## config.mk

```make
export PLATFORM = sky130hd
export DESIGN_NAME = queue_rr_arbiter_flat
export DESIGN_NICKNAME = d
export VERILOG_FILES = /design/src/rtl/queue_rr_arbiter_pkg.sv /design/src/rtl/queue_rr_arbiter_if.sv /design/src/rtl/queue_rr_arbiter_rr_priority_pick.sv /design/src/rtl/queue_rr_arbiter.sv /design/src/flat_wrapper.sv
export SDC_FILE = /design/constraint.sdc
export NUM_CORES = 1
export LEC_CHECK = 0
export BUFFER_PORTS_ARGS = -buffer_cell sky130_fd_sc_hd__clkbuf_2
export CORE_MARGIN = 1.5
export CORE_UTILIZATION = 40
export DETAILED_ROUTE_END_ITERATION = 10
export MAX_ROUTING_LAYER = met4
export PLACE_DENSITY = 0.72
export SYNTH_ARGS = -nofsm -noshare
export SYNTH_HDL_FRONTEND = slang
export SYNTH_SLANG_ARGS = --single-unit
```

## constraint.sdc

```tcl
create_clock -name clk -period 2.3 [get_ports clk]
set_input_delay 0.46 -clock clk [delete_from_list [all_inputs] [get_ports clk]]
set_output_delay 0.46 -clock clk [all_outputs]
set_load 0.05 [all_outputs]
```

## src/rtl/queue_rr_arbiter_pkg.sv

```systemverilog
// Shared helpers for the round-robin queue arbiter: index width, modulo-N
// increment and grant reset value.
package queue_rr_arbiter_pkg;

  localparam int unsigned GrantRst = 0;

  function automatic int unsigned idx_width(input int unsigned n);
    return (n <= 1) ? 1 : $clog2(n);
  endfunction

  // Explicit modulo so non-power-of-two requester counts wrap correctly.
  function automatic int unsigned next_idx(input int unsigned i, input int unsigned n);
    return (i + 1) % n;
  endfunction

endpackage

```

## src/rtl/queue_rr_arbiter_if.sv

```systemverilog
// Requester and queue-enqueue bundle seen by the arbiter.
interface queue_rr_arbiter_if #(
  parameter int unsigned N = 4,
  parameter int unsigned W = 4
) ();
  import queue_rr_arbiter_pkg::*;

  localparam int unsigned IW = idx_width(N);

  logic [N-1:0]   req_valid;
  logic [N*W-1:0] req_data;
  logic [N-1:0]   req_ready;
  logic           out_valid;
  logic [W-1:0]   out_data;
  logic           out_ready;
  logic [IW-1:0]  out_grant;

  // Arbiter side.
  modport master (
    input  req_valid, req_data, out_ready,
    output req_ready, out_valid, out_data, out_grant
  );

  // Requesters plus queue side.
  modport slave (
    output req_valid, req_data, out_ready,
    input  req_ready, out_valid, out_data, out_grant
  );

endinterface

```

## src/rtl/queue_rr_arbiter_rr_priority_pick.sv

```systemverilog
// Combinational round-robin pick: first valid requester starting at ptr_i.
module rr_priority_pick
  import queue_rr_arbiter_pkg::*;
#(
  parameter int unsigned N  = 4,
  parameter int unsigned IW = idx_width(N)
) (
  input  logic [N-1:0]  req_valid_i,
  input  logic [IW-1:0] ptr_i,
  output logic [IW-1:0] winner_o,
  output logic          found_o
);

  logic          found;
  logic [IW-1:0] win;
  int unsigned   idx;

  always_comb begin
    found = 1'b0;
    win   = '0;
    idx   = 0;
    for (int unsigned off = 0; off < N; off++) begin
      idx = (32'(ptr_i) + off) % N;
      if (!found && req_valid_i[IW'(idx)]) begin
        found = 1'b1;
        win   = IW'(idx);
      end
    end
  end

  assign winner_o = win;
  assign found_o  = found;

endmodule

```

## src/rtl/queue_rr_arbiter.sv

```systemverilog
// Round-robin arbiter feeding a queue enqueue port through a single-entry
// registered output stage; full throughput, one cycle latency.
module queue_rr_arbiter
  import queue_rr_arbiter_pkg::*;
#(
  parameter int unsigned N = 4,
  parameter int unsigned W = 4
) (
  input logic               clk,
  input logic               reset,
  queue_rr_arbiter_if.master bus
);

  localparam int unsigned IW = idx_width(N);

  logic [IW-1:0] ptr_q, ptr_d;
  logic          valid_q, valid_d;
  logic [W-1:0]  data_q, data_d;
  logic [IW-1:0] grant_q, grant_d;

  logic [IW-1:0] winner;
  logic          found;
  logic          load;
  logic [W-1:0]  win_data;

  rr_priority_pick #(
    .N  (N),
    .IW (IW)
  ) u_pick (
    .req_valid_i (bus.req_valid),
    .ptr_i       (ptr_q),
    .winner_o    (winner),
    .found_o     (found)
  );

  assign load = !valid_q || bus.out_ready;

  always_comb begin
    win_data = '0;
    for (int unsigned i = 0; i < N; i++) begin
      if (winner == IW'(i)) win_data = bus.req_data[i*W +: W];
    end
  end

  // Grants are suppressed while reset is asserted, even though the stage is empty.
  always_comb begin
    for (int unsigned i = 0; i < N; i++) begin
      bus.req_ready[i] = load && found && !reset && (winner == IW'(i));
    end
  end

  always_comb begin
    ptr_d   = ptr_q;
    valid_d = valid_q;
    data_d  = data_q;
    grant_d = grant_q;
    if (load) begin
      valid_d = found;
      if (found) begin
        data_d  = win_data;
        grant_d = winner;
        ptr_d   = IW'(next_idx(32'(winner), N));
      end
    end
  end

  always_ff @(posedge clk or posedge reset) begin
    if (reset) begin
      ptr_q   <= '0;
      valid_q <= 1'b0;
      data_q  <= '0;
      grant_q <= IW'(GrantRst);
    end else begin
      ptr_q   <= ptr_d;
      valid_q <= valid_d;
      data_q  <= data_d;
      grant_q <= grant_d;
    end
  end

  assign bus.out_valid = valid_q;
  assign bus.out_data  = data_q;
  assign bus.out_grant = grant_q;

endmodule

```

## src/flat_wrapper.sv

```systemverilog
// flat-port wrapper written by rule: the top's interface ports become plain ports
module queue_rr_arbiter_flat import queue_rr_arbiter_pkg::*;
#(
  parameter int unsigned N = 4,
  parameter int unsigned W = 4
)
  (clk, reset, bus_req_valid, bus_req_data, bus_out_ready, bus_req_ready, bus_out_valid, bus_out_data, bus_out_grant);
  queue_rr_arbiter_if #(.N(N), .W(W)) bus_i ();
  input logic clk;
  input logic reset;
  input wire logic [$bits(bus_i.req_valid)-1:0] bus_req_valid;
  input wire logic [$bits(bus_i.req_data)-1:0] bus_req_data;
  input wire logic [$bits(bus_i.out_ready)-1:0] bus_out_ready;
  output wire logic [$bits(bus_i.req_ready)-1:0] bus_req_ready;
  output wire logic [$bits(bus_i.out_valid)-1:0] bus_out_valid;
  output wire logic [$bits(bus_i.out_data)-1:0] bus_out_data;
  output wire logic [$bits(bus_i.out_grant)-1:0] bus_out_grant;
  assign bus_i.req_valid = bus_req_valid;
  assign bus_i.req_data = bus_req_data;
  assign bus_i.out_ready = bus_out_ready;
  assign bus_req_ready = bus_i.req_ready;
  assign bus_out_valid = bus_i.out_valid;
  assign bus_out_data = bus_i.out_data;
  assign bus_out_grant = bus_i.out_grant;
  queue_rr_arbiter #(.N(N), .W(W)) u_core (.clk(clk), .reset(reset), .bus(bus_i));
endmodule
```

==> impl_metrics.json, run 1 <==
{
  "fillers": 132,
  "p_sw_frac": 0.471,
  "critPathSlowestCell": "dfrtp_2",
  "numClockSinks": 9,
  "critPathMaxFanout": 5,
  "root_buffer": "clkbuf_4",
  "multiInputGateArea_um2": 493,
  "wirelength_um": 1920,
  "portBuffers": 33,
  "yosys_warnings": 0,
  "ff_latch_area_um2": 226,
  "worst_slew_pin_slew_ns": 0.346,
  "power_mw": 1.04,
  "area_growth_pct": 57.1,
  "hpwlAfterDp_um": 1370,
  "met3_usage": 0.0122,
  "combPwrFrac": 0.635,
  "yosys_register_bits": 9,
  "wl_per_cell_um": 13.9,
  "antenna_cells": 0,
  "ios": 34,
  "die_w_um": 44.0,
  "antenna_left": 0,
  "violations": "setup timing",
  "crit_required_ns": 1.84,
  "leakage_nw": 0.505,
  "finalMaxSlewViolations": 0,
  "overflow": 0,
  "synth_largest_area_cell": "dfrtp_1",
  "crit_chain": "mux2i_2 -> nor2_2 -> or3_4 -> ha_4 -> and3_4 -> buf_8",
  "cpPeakStageDelay_ns": 0.43,
  "ys_seq_area_frac": 0.335,
  "cts_hold_buf": 0,
  "path_buf_inv": 1,
  "outcome": "finished, violations left",
  "fin_crit_ns": 2.36,
  "cts_tree": "done",
  "final_area_mm2": 0.00106,
  "clock_latency_ns": 0.26,
  "synth_edf_count": 0,
  "clock-skew-final_ns": 0.00158,
  "synthCells": 78,
  "crit_path_start_kind": "flop",
  "peakVddDrop_v": 0.000475,
  "dr.pass1.iters": 4,
  "first_global_vias": 751,
  "placed_area_um2": 898,
  "die_h_um": 44.0,
  "num_rows": 14,
  "slew_headroom": 0.766,
  "holdWs_ns": 0.271,
  "setup-violations-final": 3,
  "syn_avg_cell_area_um2": 8.63,
  "synth_area_um2": 673,
  "start_util": 0.437,
  "crit_arrival_ns": 1.90,
  "max_freq_mhz": 424,
  "period_share": 1.03,
  "grt_max_degree": 10,
  "antenna_found_initial": 0,
  "seqPwrFrac": 0.247,
  "ff2ff_setup_slack_ns": 0.21,
  "met2_usage": 0.362,
  "p_switching_mw": 0.493,
  "drive_gt1_frac": 0.516,
  "track_usage": 0.217,
  "hold_viol_final": 0,
  "setup_ws_ns": -0.0596,
  "worstSetupEndpointType": "primary output",
  "netlist_top_cells_area": "dfrtp_1 (33%), a21oi_1 (7.4%), ha_1 (7.4%)",
  "maxCapViolations": 0,
  "remaining_drc_errors": 0,
  "dieArea_mm2": 0.00194,
  "htree_levels": 1,
  "rsz0062_at_grt": "true",
  "yosysUniqueCellTypes": 29,
  "cp_top_family": "simple AND/OR/NAND/NOR gates",
  "grt_pass1_wl_um": 3050,
  "power_density_mw_per_mm2": 988,
  "synth-async-reset-ratio": 1.00,
  "drt_first_iter_violations": 26,
  "clockPowerShare": 0.118,
  "via_count": 756,
  "cts_buffer_depth": 2,
  "p_int_mw": 0.552,
  "vias_per_cell": 5.48,
  "gp_congestion": 0.833,
  "setup-tns-final_ns": -0.133,
  "critPathKind": "flop to primary output",
  "top_usage_layer": "met2",
  "hp-class": "primary input to asynchronous set/reset pin",
  "clk_pin_slew_ns": 0.06,
  "synth_top_area_share": 0.335,
  "ys.flop_type": "dfrtp_1",
  "gr-usage-met1": 0.262,
  "nets": 150,
  "synth_nets": 105,
  "numCtsBuffers": 3,
  "core_mm2": 0.00154
}
==> metrics by stage <==
| stage | setup WS [ns] | std cells | utilization |
|---|---|---|---|
| finish | -0.0596 | 138 | 0.686 |
| CTS | -0.0789 | 135 | 0.627 |
| global route | -0.112 | 138 | 0.686 |
| floorplan | 0.0439 | 78 | - |
| detailed placement | -0.0285 | 131 | 0.583 |
| global placement | 0.0106 | 131 | 0.583 |
==> cells in the final DEF (no fill, tap or decap) <==
cell and count:
nand2_1 5, nor4_1 1, clkbuf_4 3, nor2b_1 2
nand2b_1 2, nand2_4 1, inv_1 6, a311oi_4 1
a31oi_1 4, buf_4 11, o31ai_1 1, o41a_1 1
and3_4 2, nor2_1 2, a21oi_2 1, buf_8 2
dfrtp_2 1, clkbuf_2 29, o41ai_1 1, dfrtp_1 8
or2_4 1, a21oi_1 9, mux2_4 1, clkbuf_1 1
a21o_1 1, ha_4 2, a221o_1 4, nand3b_1 4
mux2i_2 1, buf_6 1, o21ai_0 2, or3_4 1
nand2_2 1, nand2b_2 1, or4_1 1, ha_1 2
nor3_2 1, and3_1 2, nor2_2 2
==> power by group through the flow <==
stage / logic (mW) / clock network, mW / registers [mW]
floorplan: 0.267 / 0 / 0.385
CTS: 0.582 / 0.126 / 0.252
finish: 0.664 / 0.123 / 0.258
detailed placement: 0.558 / 0 / 0.254
global placement: 0.551 / 0 / 0.250
global route: 0.712 / 0.137 / 0.266
==> path summary, 6_finish.rpt <==
check,start,endpoint,cells past startpoint
hold reg to reg,u_core.bus.out_grant[0],u_core.bus.out_grant[0],2
max in group asynchronous,reset,u_core.ptr_q[1],3
hold / removal,reset,u_core.bus.out_data[0],3
setup / recovery,u_core.ptr_q[1],bus_req_ready[0],6
setup reg to reg,u_core.ptr_q[1],u_core.bus.out_data[2],7
min in group clk,bus_req_data[12],u_core.bus.out_data[0],3
==> layout make-up <==
cell class,count,area share
clock buffer,4,0.0249
tap,16,0.0189
timing repair buffer,43,0.254
inverter,6,0.0213
multi-input combinational,60,0.466
sequential,9,0.214
==> cells by family (layout without fill, tap and decap cells) <==
| logic type | count (synthesis) | in the layout | synth area share |
|---|---|---|---|
| AOI/OAI and AO/OA | 25 | 25 | 0.251 |
| DFF | 9 | 9 | 0.335 |
| adders and majority gates | 4 | 4 | 0.0744 |
| buffers and inverters | 9 | 53 | 0.0520 |
| and+or+nand+nor | 29 | 29 | 0.251 |
| muxes | 2 | 2 | 0.0372 |
==> registers in the layout (all words and copies together) (netlist names) <==
name,cells
u_core.bus.out_data,4
u_core.bus.out_valid,1
u_core.ptr_q,2
u_core.bus.out_grant,2
==> routing by layer <==
layer / wire [um] / up-vias
met5: 0 / -
met4: 17 / 0
met3: 65 / 2
met2: 961 / 22
met1: 879 / 355
li1: - / 377
==> repair_timing <==
item / 4_1_cts / 5_1_grt
endpoints found under the hold margin: 0 / 0
pin swaps: 0 / 5
resized for setup: 11 / 17
setup endpoints to repair: 4 / 4
buffers inserted: 0 / 3
==> worst min-delay path: cells and delay by family <==
family	cells	cell delay [ns]
buffers and inverters	3	0.42
==> cell usage after synthesis (all sizes together) (2+ instances only) <==
| cell | count |
|---|---|
| a31oi | 4 |
| nor2 | 4 |
| and3 | 4 |
| a221o | 4 |
| a21oi | 10 |
| ha | 4 |
| inv | 6 |
| o21ai | 2 |
| nand2b | 3 |
| nand3b | 4 |
| buf | 3 |
| nand2 | 7 |
| nor2b | 2 |
| dfrtp | 9 |
Power figures use the tool's default switching activity.
==> run 2: changes to the inputs <==
- BUFFER_PORTS_ARGS: -buffer_cell sky130_fd_sc_hd__clkbuf_2 -> -buffer_cell sky130_fd_sc_hd__buf_2
==> impl_metrics.json, run 2 (same netlist as run 1, synthesis figures left out) <==
{
  "outcome": "finished, violations left",
  "violations": "setup timing",
  "antenna_left": 0,
  "dieArea_mm2": 0.00194,
  "startpoint": "u_core.ptr_q[1]",
  "drt_first_iter_violations": 7,
  "cts_hold_buf": 0,
  "overflow": 0,
  "clock_latency_ns": 0.26,
  "core_mm2": 0.00154,
  "via_count": 771,
  "finalMaxSlewViolations": 0,
  "slew_headroom": 0.668,
  "worstSetupEndpointType": "primary output",
  "vias_per_cell": 5.59,
  "holdWs_ns": 0.285,
  "power_density_mw_per_mm2": 1010,
  "numCtsBuffers": 3,
  "num_rows": 14,
  "area_growth_pct": 52.4,
  "first_global_vias": 785,
  "hpwlAfterDp_um": 1420,
  "antenna_cells": 0,
  "gp_congestion": 0.844,
  "wirelength_um": 2000,
  "fillers": 134,
  "rsz0062_at_grt": "true",
  "crit_required_ns": 1.84,
  "setup_ws_ns": -0.00104,
  "die_w_um": 44.0,
  "layout_common_cells": "buf_2 (29), buf_4 (12), dfrtp_1 (9)",
  "die_h_um": 44.0,
  "grt_max_degree": 10,
  "largest_register_ffs": 4,
  "wl_per_cell_um": 14.5,
  "max_freq_mhz": 435,
  "r2r_start": "u_core.ptr_q[1]",
  "setup-violations-final": 1,
  "ff2ff_path_depth": 8,
  "track_usage": 0.227,
  "htree_levels": 1,
  "nets": 150,
  "peakVddDrop_v": 0.000511,
  "maxCapViolations": 0,
  "cpPeakStageDelay_ns": 0.41,
  "drive_gt1_frac": 0.492,
  "worst_slew_pin_slew_ns": 0.496,
  "crit_arrival_ns": 1.84,
  "dp_slack_ns": -0.0268,
  "crit_path_start_kind": "flop",
  "critPathSlowestCell": "dfrtp_1",
  "hp-class": "primary input to asynchronous set/reset pin",
  "cts_buffer_depth": 2,
  "setup-tns-final_ns": -0.00104,
  "remaining_drc_errors": 0,
  "critPathKind": "flop to primary output",
  "antenna_found_initial": 0,
  "critPathMaxFanout": 4,
  "portBuffers": 33,
  "final_common_cell": "buf_2",
  "cts_tree": "done",
  "ios": 34,
  "start_util": 0.437,
  "period_share": 1.00,
  "clock-skew-final_ns": 0.00525,
  "hold_viol_final": 0,
  "numClockSinks": 9,
  "clk_pin_slew_ns": 0.06,
  "crit_chain": "mux2i_1 -> nor2_2 -> or3_4 -> ha_4 -> and3_4 -> buf_6",
  "fin_crit_ns": 2.30,
  "dr.pass1.iters": 4,
  "grt_pass1_wl_um": 3200,
  "root_buffer": "clkbuf_4",
  "leakage_nw": 0.495
}
run 2: layer usage:
layer,up-vias,track usage,routed length (um)
li1,377,-,-
met1,373,0.261,814
met2,19,0.400,1120
met3,2,0.0286,47
met4,0,0.0848,17
met5,-,-,0
run 2: power breakdown:
group | leakage, nW | switching [mW] | total (mW) | internal [mW]
logic | 0.378 | 0.397 | 0.665 | 0.268
clock network | 0.0150 | 0.0538 | 0.121 | 0.0667
registers | 0.102 | 0.0370 | 0.248 | 0.211
total | 0.495 | 0.488 | 1.03 | 0.546
run 2: worst paths after layout:
kind                                            to  slack (ns)
setup / recovery                  bus_req_ready[0]      -0.001
hold / removal              u_core.bus.out_data[0]        0.28
setup reg to reg            u_core.bus.out_data[0]        0.17
hold reg to reg            u_core.bus.out_grant[1]        0.52
max in group asynchronous     u_core.bus.out_valid        1.88
min in group clk            u_core.bus.out_data[2]        0.46
run 2: timing repair:
item                       in CTS  in global routing
resized for setup              11                  7
setup endpoints to repair       4                  5
buffers inserted                2                  1
cloned                          0                  0
pin swaps                       1                  4
run 2: area by class of cell:
class,count,area (um2),area share
Tap cell,16,20.0,0.0195
Inverter,6,22.5,0.0220
Timing Repair Buffer,43,258,0.251
Sequential cell,9,225,0.220
Multi-Input combinational cell,60,474,0.462
Clock buffer,4,26.3,0.0256
run 2: critical path: cells and delay by family (launching register included):
kind                       cells  cell delay, ns
buffers and inverters          1            0.15
DFF                            1            0.41
and+or+nand+nor                3            0.60
muxes                          1            0.26
adders and majority gates      1            0.18
run 2: stage by stage:
step | cell area, um2 | total power, mW | utilization | instances
detailed placement | 898 | 0.815 | 0.583 | 131
floorplan | 673 | 0.652 | - | 78
finish | 1030 | 1.03 | 0.666 | 138
global route | 1030 | 1.10 | 0.666 | 138
global placement | 898 | 0.800 | 0.583 | 131
CTS | 976 | 0.977 | 0.633 | 137
